## config.mk

```make
export PLATFORM = sky130hd
export DESIGN_NAME = up_axi_bridge
export DESIGN_NICKNAME = d
export VERILOG_FILES = /design/src/rtl/up_axi_bridge.sv
export SDC_FILE = /design/constraint.sdc
export NUM_CORES = 1
export LEC_CHECK = 0
export ABC_AREA = 1
export CAP_MARGIN = 20
export CORE_ASPECT_RATIO = 0.5
export CORE_MARGIN = 2
export CORE_UTILIZATION = 40
export CTS_BUF_LIST = sky130_fd_sc_hd__clkbuf_4
export DETAILED_ROUTE_END_ITERATION = 8
export DONT_BUFFER_PORTS = 1
export PLACE_DENSITY = 0.54
export SKIP_CTS_REPAIR_TIMING = 1
export SLEW_MARGIN = 0
export SYNTH_ARGS = -nofsm -noshare
export SYNTH_HDL_FRONTEND = slang
export SYNTH_SLANG_ARGS = --single-unit
```

## constraint.sdc

```tcl
create_clock -name up_clk -period 2.27 [get_ports up_clk]
set_clock_uncertainty 0.2 [all_clocks]
set_input_delay 0.454 -clock up_clk [delete_from_list [all_inputs] [get_ports up_clk]]
set_output_delay 0.454 -clock up_clk [all_outputs]
set_load 0.005 [all_outputs]
```

## src/rtl/up_axi_bridge.sv

```systemverilog
`default_nettype none
// ============================================================================
// up_axi_bridge -- AXI4-Lite slave to pcore register-bus bridge, one write and
// one read in flight at a time. Macro UP_AXI_BRIDGE_TIMEOUT_ERR_EN: SLVERR on timeout.
// Rev 1.0
// ============================================================================
module up_axi_bridge #(
  parameter int AXI_ADDRESS_WIDTH = 16,
  parameter int DATA_WIDTH        = 32,
  parameter int TIMEOUT_CYCLES    = 16,
  localparam int ADDR_LSB         = (DATA_WIDTH == 64) ? 3 : 2
) (
  input  logic                                  up_clk,
  input  logic                                  up_rstn,
  input  logic                                  up_axi_awvalid,
  output logic                                  up_axi_awready,
  input  logic [AXI_ADDRESS_WIDTH-1:0]          up_axi_awaddr,
  input  logic                                  up_axi_wvalid,
  output logic                                  up_axi_wready,
  input  logic [DATA_WIDTH-1:0]                 up_axi_wdata,
  input  logic [DATA_WIDTH/8-1:0]               up_axi_wstrb,
  output logic                                  up_axi_bvalid,
  input  logic                                  up_axi_bready,
  output logic [1:0]                            up_axi_bresp,
  input  logic                                  up_axi_arvalid,
  output logic                                  up_axi_arready,
  input  logic [AXI_ADDRESS_WIDTH-1:0]          up_axi_araddr,
  output logic                                  up_axi_rvalid,
  input  logic                                  up_axi_rready,
  output logic [1:0]                            up_axi_rresp,
  output logic [DATA_WIDTH-1:0]                 up_axi_rdata,
  output logic                                  up_wreq,
  output logic [AXI_ADDRESS_WIDTH-ADDR_LSB-1:0] up_waddr,
  output logic [DATA_WIDTH-1:0]                 up_wdata,
  output logic [DATA_WIDTH/8-1:0]               up_wstrb,
  input  logic                                  up_wack,
  output logic                                  up_rreq,
  output logic [AXI_ADDRESS_WIDTH-ADDR_LSB-1:0] up_raddr,
  input  logic [DATA_WIDTH-1:0]                 up_rdata,
  input  logic                                  up_rack,
  output logic                                  up_wtimeout,
  output logic                                  up_rtimeout
);
  localparam int UAW = AXI_ADDRESS_WIDTH - ADDR_LSB;
  localparam logic [7:0] C_TO_LAST = 8'(TIMEOUT_CYCLES - 1);
  localparam logic [DATA_WIDTH-1:0] C_DEAD = {(DATA_WIDTH/16){16'hdead}};
`ifdef UP_AXI_BRIDGE_TIMEOUT_ERR_EN
  localparam logic [1:0] C_TO_RESP = 2'b10;
`else
  localparam logic [1:0] C_TO_RESP = 2'b00;
`endif

  typedef enum logic [1:0] {W_IDLE = 2'd0, W_REQ = 2'd1, W_WAIT = 2'd2, W_RESP = 2'd3} wstate_t;
  typedef enum logic [1:0] {R_IDLE = 2'd0, R_REQ = 2'd1, R_WAIT = 2'd2, R_RESP = 2'd3} rstate_t;

  wstate_t                r_wstate, w_wnext;
  rstate_t                r_rstate, w_rnext;
  logic [7:0]             r_wcnt, r_rcnt;
  logic                   w_wto, w_rto;
  logic [UAW-1:0]         r_waddr, r_raddr;
  logic [DATA_WIDTH-1:0]  r_wdata, r_rdata;
  logic [DATA_WIDTH/8-1:0] r_wstrb;
  logic [1:0]             r_bresp, r_rresp;
  logic                   r_wtimeout, r_rtimeout;
  logic                   w_unused;

  // Byte-lane address bits have no meaning on the word-addressed pcore bus.
  assign w_unused = ^{up_axi_awaddr[ADDR_LSB-1:0], up_axi_araddr[ADDR_LSB-1:0]};

  always_ff @(posedge up_clk or negedge up_rstn) begin
    if (!up_rstn) begin
      r_wstate <= W_IDLE;
      r_rstate <= R_IDLE;
    end else begin
      r_wstate <= w_wnext;
      r_rstate <= w_rnext;
    end
  end

  always_comb begin
    w_wnext = r_wstate;
    w_wto   = 1'b0;
    case (r_wstate)
      W_IDLE: if (up_axi_awvalid && up_axi_wvalid) w_wnext = W_REQ;
      W_REQ:  w_wnext = W_WAIT;
      W_WAIT: begin
        // An ack landing on the last counted cycle still wins over the timeout.
        if (up_wack) begin
          w_wnext = W_RESP;
        end else if (r_wcnt == C_TO_LAST) begin
          w_wnext = W_RESP;
          w_wto   = 1'b1;
        end
      end
      W_RESP: if (up_axi_bready) w_wnext = W_IDLE;
      default: w_wnext = W_IDLE;
    endcase
  end

  always_comb begin
    w_rnext = r_rstate;
    w_rto   = 1'b0;
    case (r_rstate)
      R_IDLE: if (up_axi_arvalid) w_rnext = R_REQ;
      R_REQ:  w_rnext = R_WAIT;
      R_WAIT: begin
        if (up_rack) begin
          w_rnext = R_RESP;
        end else if (r_rcnt == C_TO_LAST) begin
          w_rnext = R_RESP;
          w_rto   = 1'b1;
        end
      end
      R_RESP: if (up_axi_rready) w_rnext = R_IDLE;
      default: w_rnext = R_IDLE;
    endcase
  end

  always_ff @(posedge up_clk or negedge up_rstn) begin
    if (!up_rstn) begin
      r_wcnt     <= '0;
      r_waddr    <= '0;
      r_wdata    <= '0;
      r_wstrb    <= '0;
      r_bresp    <= 2'b00;
      r_wtimeout <= 1'b0;
    end else begin
      r_wtimeout <= w_wto;
      if (r_wstate == W_IDLE && w_wnext == W_REQ) begin
        r_waddr <= up_axi_awaddr[AXI_ADDRESS_WIDTH-1:ADDR_LSB];
        r_wdata <= up_axi_wdata;
        r_wstrb <= up_axi_wstrb;
      end
      if (r_wstate == W_REQ) r_wcnt <= '0;
      else if (r_wstate == W_WAIT) r_wcnt <= r_wcnt + 8'd1;
      if (r_wstate == W_WAIT && w_wnext == W_RESP) r_bresp <= w_wto ? C_TO_RESP : 2'b00;
      else if (r_wstate == W_RESP && up_axi_bready) r_bresp <= 2'b00;
    end
  end

  always_ff @(posedge up_clk or negedge up_rstn) begin
    if (!up_rstn) begin
      r_rcnt     <= '0;
      r_raddr    <= '0;
      r_rdata    <= '0;
      r_rresp    <= 2'b00;
      r_rtimeout <= 1'b0;
    end else begin
      r_rtimeout <= w_rto;
      if (r_rstate == R_IDLE && w_rnext == R_REQ) r_raddr <= up_axi_araddr[AXI_ADDRESS_WIDTH-1:ADDR_LSB];
      if (r_rstate == R_REQ) r_rcnt <= '0;
      else if (r_rstate == R_WAIT) r_rcnt <= r_rcnt + 8'd1;
      if (r_rstate == R_WAIT && w_rnext == R_RESP) begin
        r_rdata <= up_rack ? up_rdata : C_DEAD;
        r_rresp <= w_rto ? C_TO_RESP : 2'b00;
      end else if (r_rstate == R_RESP && up_axi_rready) begin
        r_rdata <= '0;
        r_rresp <= 2'b00;
      end
    end
  end

  assign up_axi_awready = (r_wstate == W_REQ);
  assign up_axi_wready  = (r_wstate == W_REQ);
  assign up_wreq        = (r_wstate == W_REQ);
  assign up_axi_bvalid  = (r_wstate == W_RESP);
  assign up_axi_bresp   = r_bresp;
  assign up_waddr       = r_waddr;
  assign up_wdata       = r_wdata;
  assign up_wstrb       = r_wstrb;
  assign up_wtimeout    = r_wtimeout;

  assign up_axi_arready = (r_rstate == R_REQ);
  assign up_rreq        = (r_rstate == R_REQ);
  assign up_axi_rvalid  = (r_rstate == R_RESP);
  assign up_axi_rresp   = r_rresp;
  assign up_axi_rdata   = r_rdata;
  assign up_raddr       = r_raddr;
  assign up_rtimeout    = r_rtimeout;

endmodule
`default_nettype wire

```

==> flow_summary.yaml <==
setup_path:
  cp.required_ps: 2450
  cp_max_fo: 7
  end_kind: "flop"
  cp.arrival_ps: 2250
  path_common_cell: "nand2_1"
  critPathMaxStageDelay_ps: 460
  crit_chain: "inv_1, ha_1, nand2_1, nor3b_1, nand2_1, nor2_1, nand3_1, nand2_1, nor2_1"
  path_class: "reg -> reg"
  crit_path_start_kind: "flop"
  worst_path_max_delay_cell: "dfrtp_1"
global_routing:
  gr-usage-met1_pct: 22.6
  grt_use_met3_pct: 6.32
  grt.overflow.total: 0
  grt_util_met2_pct: 30.5
  globalRoute.busiestLayer: "met2"
  grt_pass1_wl_mm: 20.8
  antenna_found_initial: 0
  grt_pass1_vias: 3923
  grt_util_all_layers_pct: 18.4
  grt_max_degree: 119
pwr:
  switching_power_w: 0.00336
  max-vdd-ir-drop_v: 0.000672
  internal-power_w: 0.00490
  combPwrFrac_pct: 35.0
  switching_share_pct: 40.7
  seqPwrFrac_pct: 45.8
  clock_power_share_pct: 19.2
  power.density_nw_per_um2: 1230
  p_leak_nw: 3.47
status:
  status: "finished, violations left"
  violations: "DRC, hold timing"
clock_tree:
  clk_latency_ps: 490
  cts_tree: "built"
  cts.path.max_buffers: 2
  cts-root-buf: "clkbuf_4"
  cts_max_level: 4
  cts_inserted_buffers: 17
  clock-sinks: 118
  path_clk_slew_ps: 120
floorplanning:
  io_pins: 218
  die_x_um: 167
  fp.dieH_um: 85.7
  num_rows: 29
  dieArea_um2: 14300
  start_util_pct: 41.6
  core_um2: 12800
timing:
  fin_crit_sh_pct: 91.2
  setup_viol_count_final: 0
  hold_viol_final: 118
  slew_viol_final: 0
  setup_tns_ps: 0
  holdWs_ps: -557
  fmax_mhz: 483
  fin_crit_ps: 2070
  fin_ws_ps: 200
  rsz0062_at_grt: "no"
drt:
  wl_per_cell_um: 15.6
  vias: 4401
  first_pass_iters: 6
  drc: 11
  drt-total-wl_mm: 13.7
  via_per_inst: 5.02
  ant_nets: 0
  drt_iter0_drc: 241
finish:
  drive_gt1_share_pct: 12.0
  nets: 812
  area_growth_pct: 26.3
  diodes: 0
  fill_cells: 1217
synth:
  postSynthCellCount: 598
  syn_area_um2: 5340
  synth_cell_types: 32
  synth.avg_cell_area_um2: 8.93
  ys_ff_latch: 118
  ys_seq_area_share_pct: 55.3
  yosys_warnings: 0
hold_path:
  hold_class: "in -> async"
placement:
  gp_congestion: 0.770
  hpwl_mm: 8.43
  pre_cts_ws_ps: 240
  io_buffers: 0
run:
  max_cap_viol_count: 0
==> final timing paths <==
| path | cells after the start | slack [ps] | to | startpoint |
|---|---|---|---|---|
| max | 9 | 200 | r_rcnt[7] | r_rstate[1] |
| min | 0 | -560 | up_raddr[2] | up_rstn |
| max reg2reg | 9 | 200 | r_rcnt[7] | r_rstate[1] |
| min reg2reg | 2 | 320 | up_wdata[19] | up_wdata[19] |
| max in group asynchronous | 0 | 2210 | up_waddr[7] | up_rstn |
| min in group up_clk | 3 | 10 | up_axi_rdata[2] | up_rdata[2] |
==> power groups by stage <==
stage                     Combinational, W  Sequential, W  Clock, W
after floorplan                    0.00228        0.00357         0
after global placement             0.00273        0.00380         0
after detailed placement           0.00277        0.00382         0
after CTS                          0.00278        0.00378   0.00165
after global routing               0.00337        0.00387   0.00174
final                              0.00289        0.00378   0.00159
==> Yosys cell counts <==
cell | instances | area share, %
a21oi_1 | 12 | 1.1
nand3_1 | 127 | 12
o21bai_2 | 1 | 0.21
nor4_1 | 2 | 0.23
and3_1 | 1 | 0.12
clkbuf_1 | 12 | 0.84
buf_4 | 8 | 1.1
clkinv_1 | 2 | 0.14
nor3_1 | 6 | 0.56
a21boi_4 | 1 | 0.35
inv_1 | 32 | 2.3
o21ai_2 | 1 | 0.16
dfrtp_1 | 118 | 55
nand3_2 | 3 | 0.56
nor2_4 | 1 | 0.21
a31oi_1 | 2 | 0.23
buf_1 | 3 | 0.21
nor3b_1 | 1 | 0.14
o21ai_1 | 2 | 0.19
o21ai_0 | 4 | 0.38
conb_1 | 1 | 0.070
inv_2 | 5 | 0.35
nand2_2 | 1 | 0.12
mux2_2 | 4 | 0.84
nand2_1 | 172 | 12
ha_1 | 10 | 2.3
a21o_1 | 1 | 0.14
nor2_1 | 17 | 1.2
buf_2 | 12 | 1.1
mux2_1 | 10 | 2.1
or2_2 | 23 | 2.7
buf_6 | 3 | 0.63
==> registers in the layout (all words and copies together), names as in the netlist, 4 cells and up <==
name          flops
up_waddr         14
up_wdata         32
up_wstrb          4
r_wcnt            8
r_rcnt            8
up_axi_rdata     32
up_raddr         14
==> layer usage <==
layer / wire, um / part of all wire [%] / vias to the layer above
met5: 0 / 0 / -
met4: 250 / 1.8 / 0
met3: 904 / 6.6 / 21
met2: 6870 / 50 / 145
met1: 5650 / 41 / 2117
li1: - / - / 2118
==> cells by family (layout without fill, tap and decap cells) <==
| group | Yosys count | in the layout | synth area share, % |
|---|---|---|---|
| and+or+nand+nor | 354 | 354 | 29.8 |
| buffers and inverters | 77 | 182 | 6.68 |
| DFF | 118 | 118 | 55.3 |
| muxes | 14 | 14 | 2.95 |
| adders and majority gates | 10 | 10 | 2.34 |
| other | 1 | 4 | 0.0703 |
| AOI/OAI and AO/OA | 24 | 24 | 2.79 |
==> cell type report <==
type | count | area (um^2) | area share (%)
clock buffer | 18 | 135 | 2.00
multi-input combinational | 406 | 2050 | 30.4
sequential | 118 | 2950 | 43.8
inverter | 39 | 146 | 2.17
clock inverter | 14 | 160 | 2.38
timing repair buffer | 111 | 1090 | 16.1
tap | 170 | 213 | 3.16
==> cells in the final DEF, fill, tap and decap left out, types with 2 or more instances in the layout <==
cell type | netlist | routed
o21ai_1 | 2 | 2
nand3_1 | 127 | 127
nor4_1 | 2 | 2
or2_2 | 23 | 23
mux2_1 | 10 | 10
o21ai_0 | 4 | 4
bufinv_16 | 0 | 3
a21oi_1 | 12 | 12
clkbuf_4 | 0 | 18
nor2_1 | 17 | 17
clkinv_2 | 0 | 2
clkinv_4 | 0 | 3
clkinvlp_4 | 0 | 3
a31oi_1 | 2 | 2
ha_1 | 10 | 10
nor3_1 | 6 | 6
dlygate4sd3_1 | 0 | 96
nand3_2 | 3 | 3
inv_1 | 32 | 32
clkinv_1 | 2 | 5
buf_4 | 8 | 14
inv_2 | 5 | 5
nand2_1 | 172 | 172
dfrtp_1 | 118 | 117
mux2_2 | 4 | 4
conb_1 | 1 | 4
==> worst max-delay path: cells and delay by family, from the launching register on <==
kind	cells	cell delay, ps
adder cells (fa/ha/maj)	1	390
flip-flops	1	460
AND/OR/NAND/NOR	7	840
buffers and inverters	1	90
==> metrics by stage <==
stage          instance area, um^2  utilization [%]  instances  power (W)
2_1_floorplan                 5350                -        601    0.00584
3_3_place_gp                  5480             42.7        748    0.00654
3_5_place_dp                  5480             42.7        748    0.00659
4_1_cts                       5780             45.0        780    0.00820
5_1_grt                       6740             52.5        876    0.00898
6_report                      6740             52.5        876    0.00826
No activity file was read; power rests on OpenSTA's default activity.
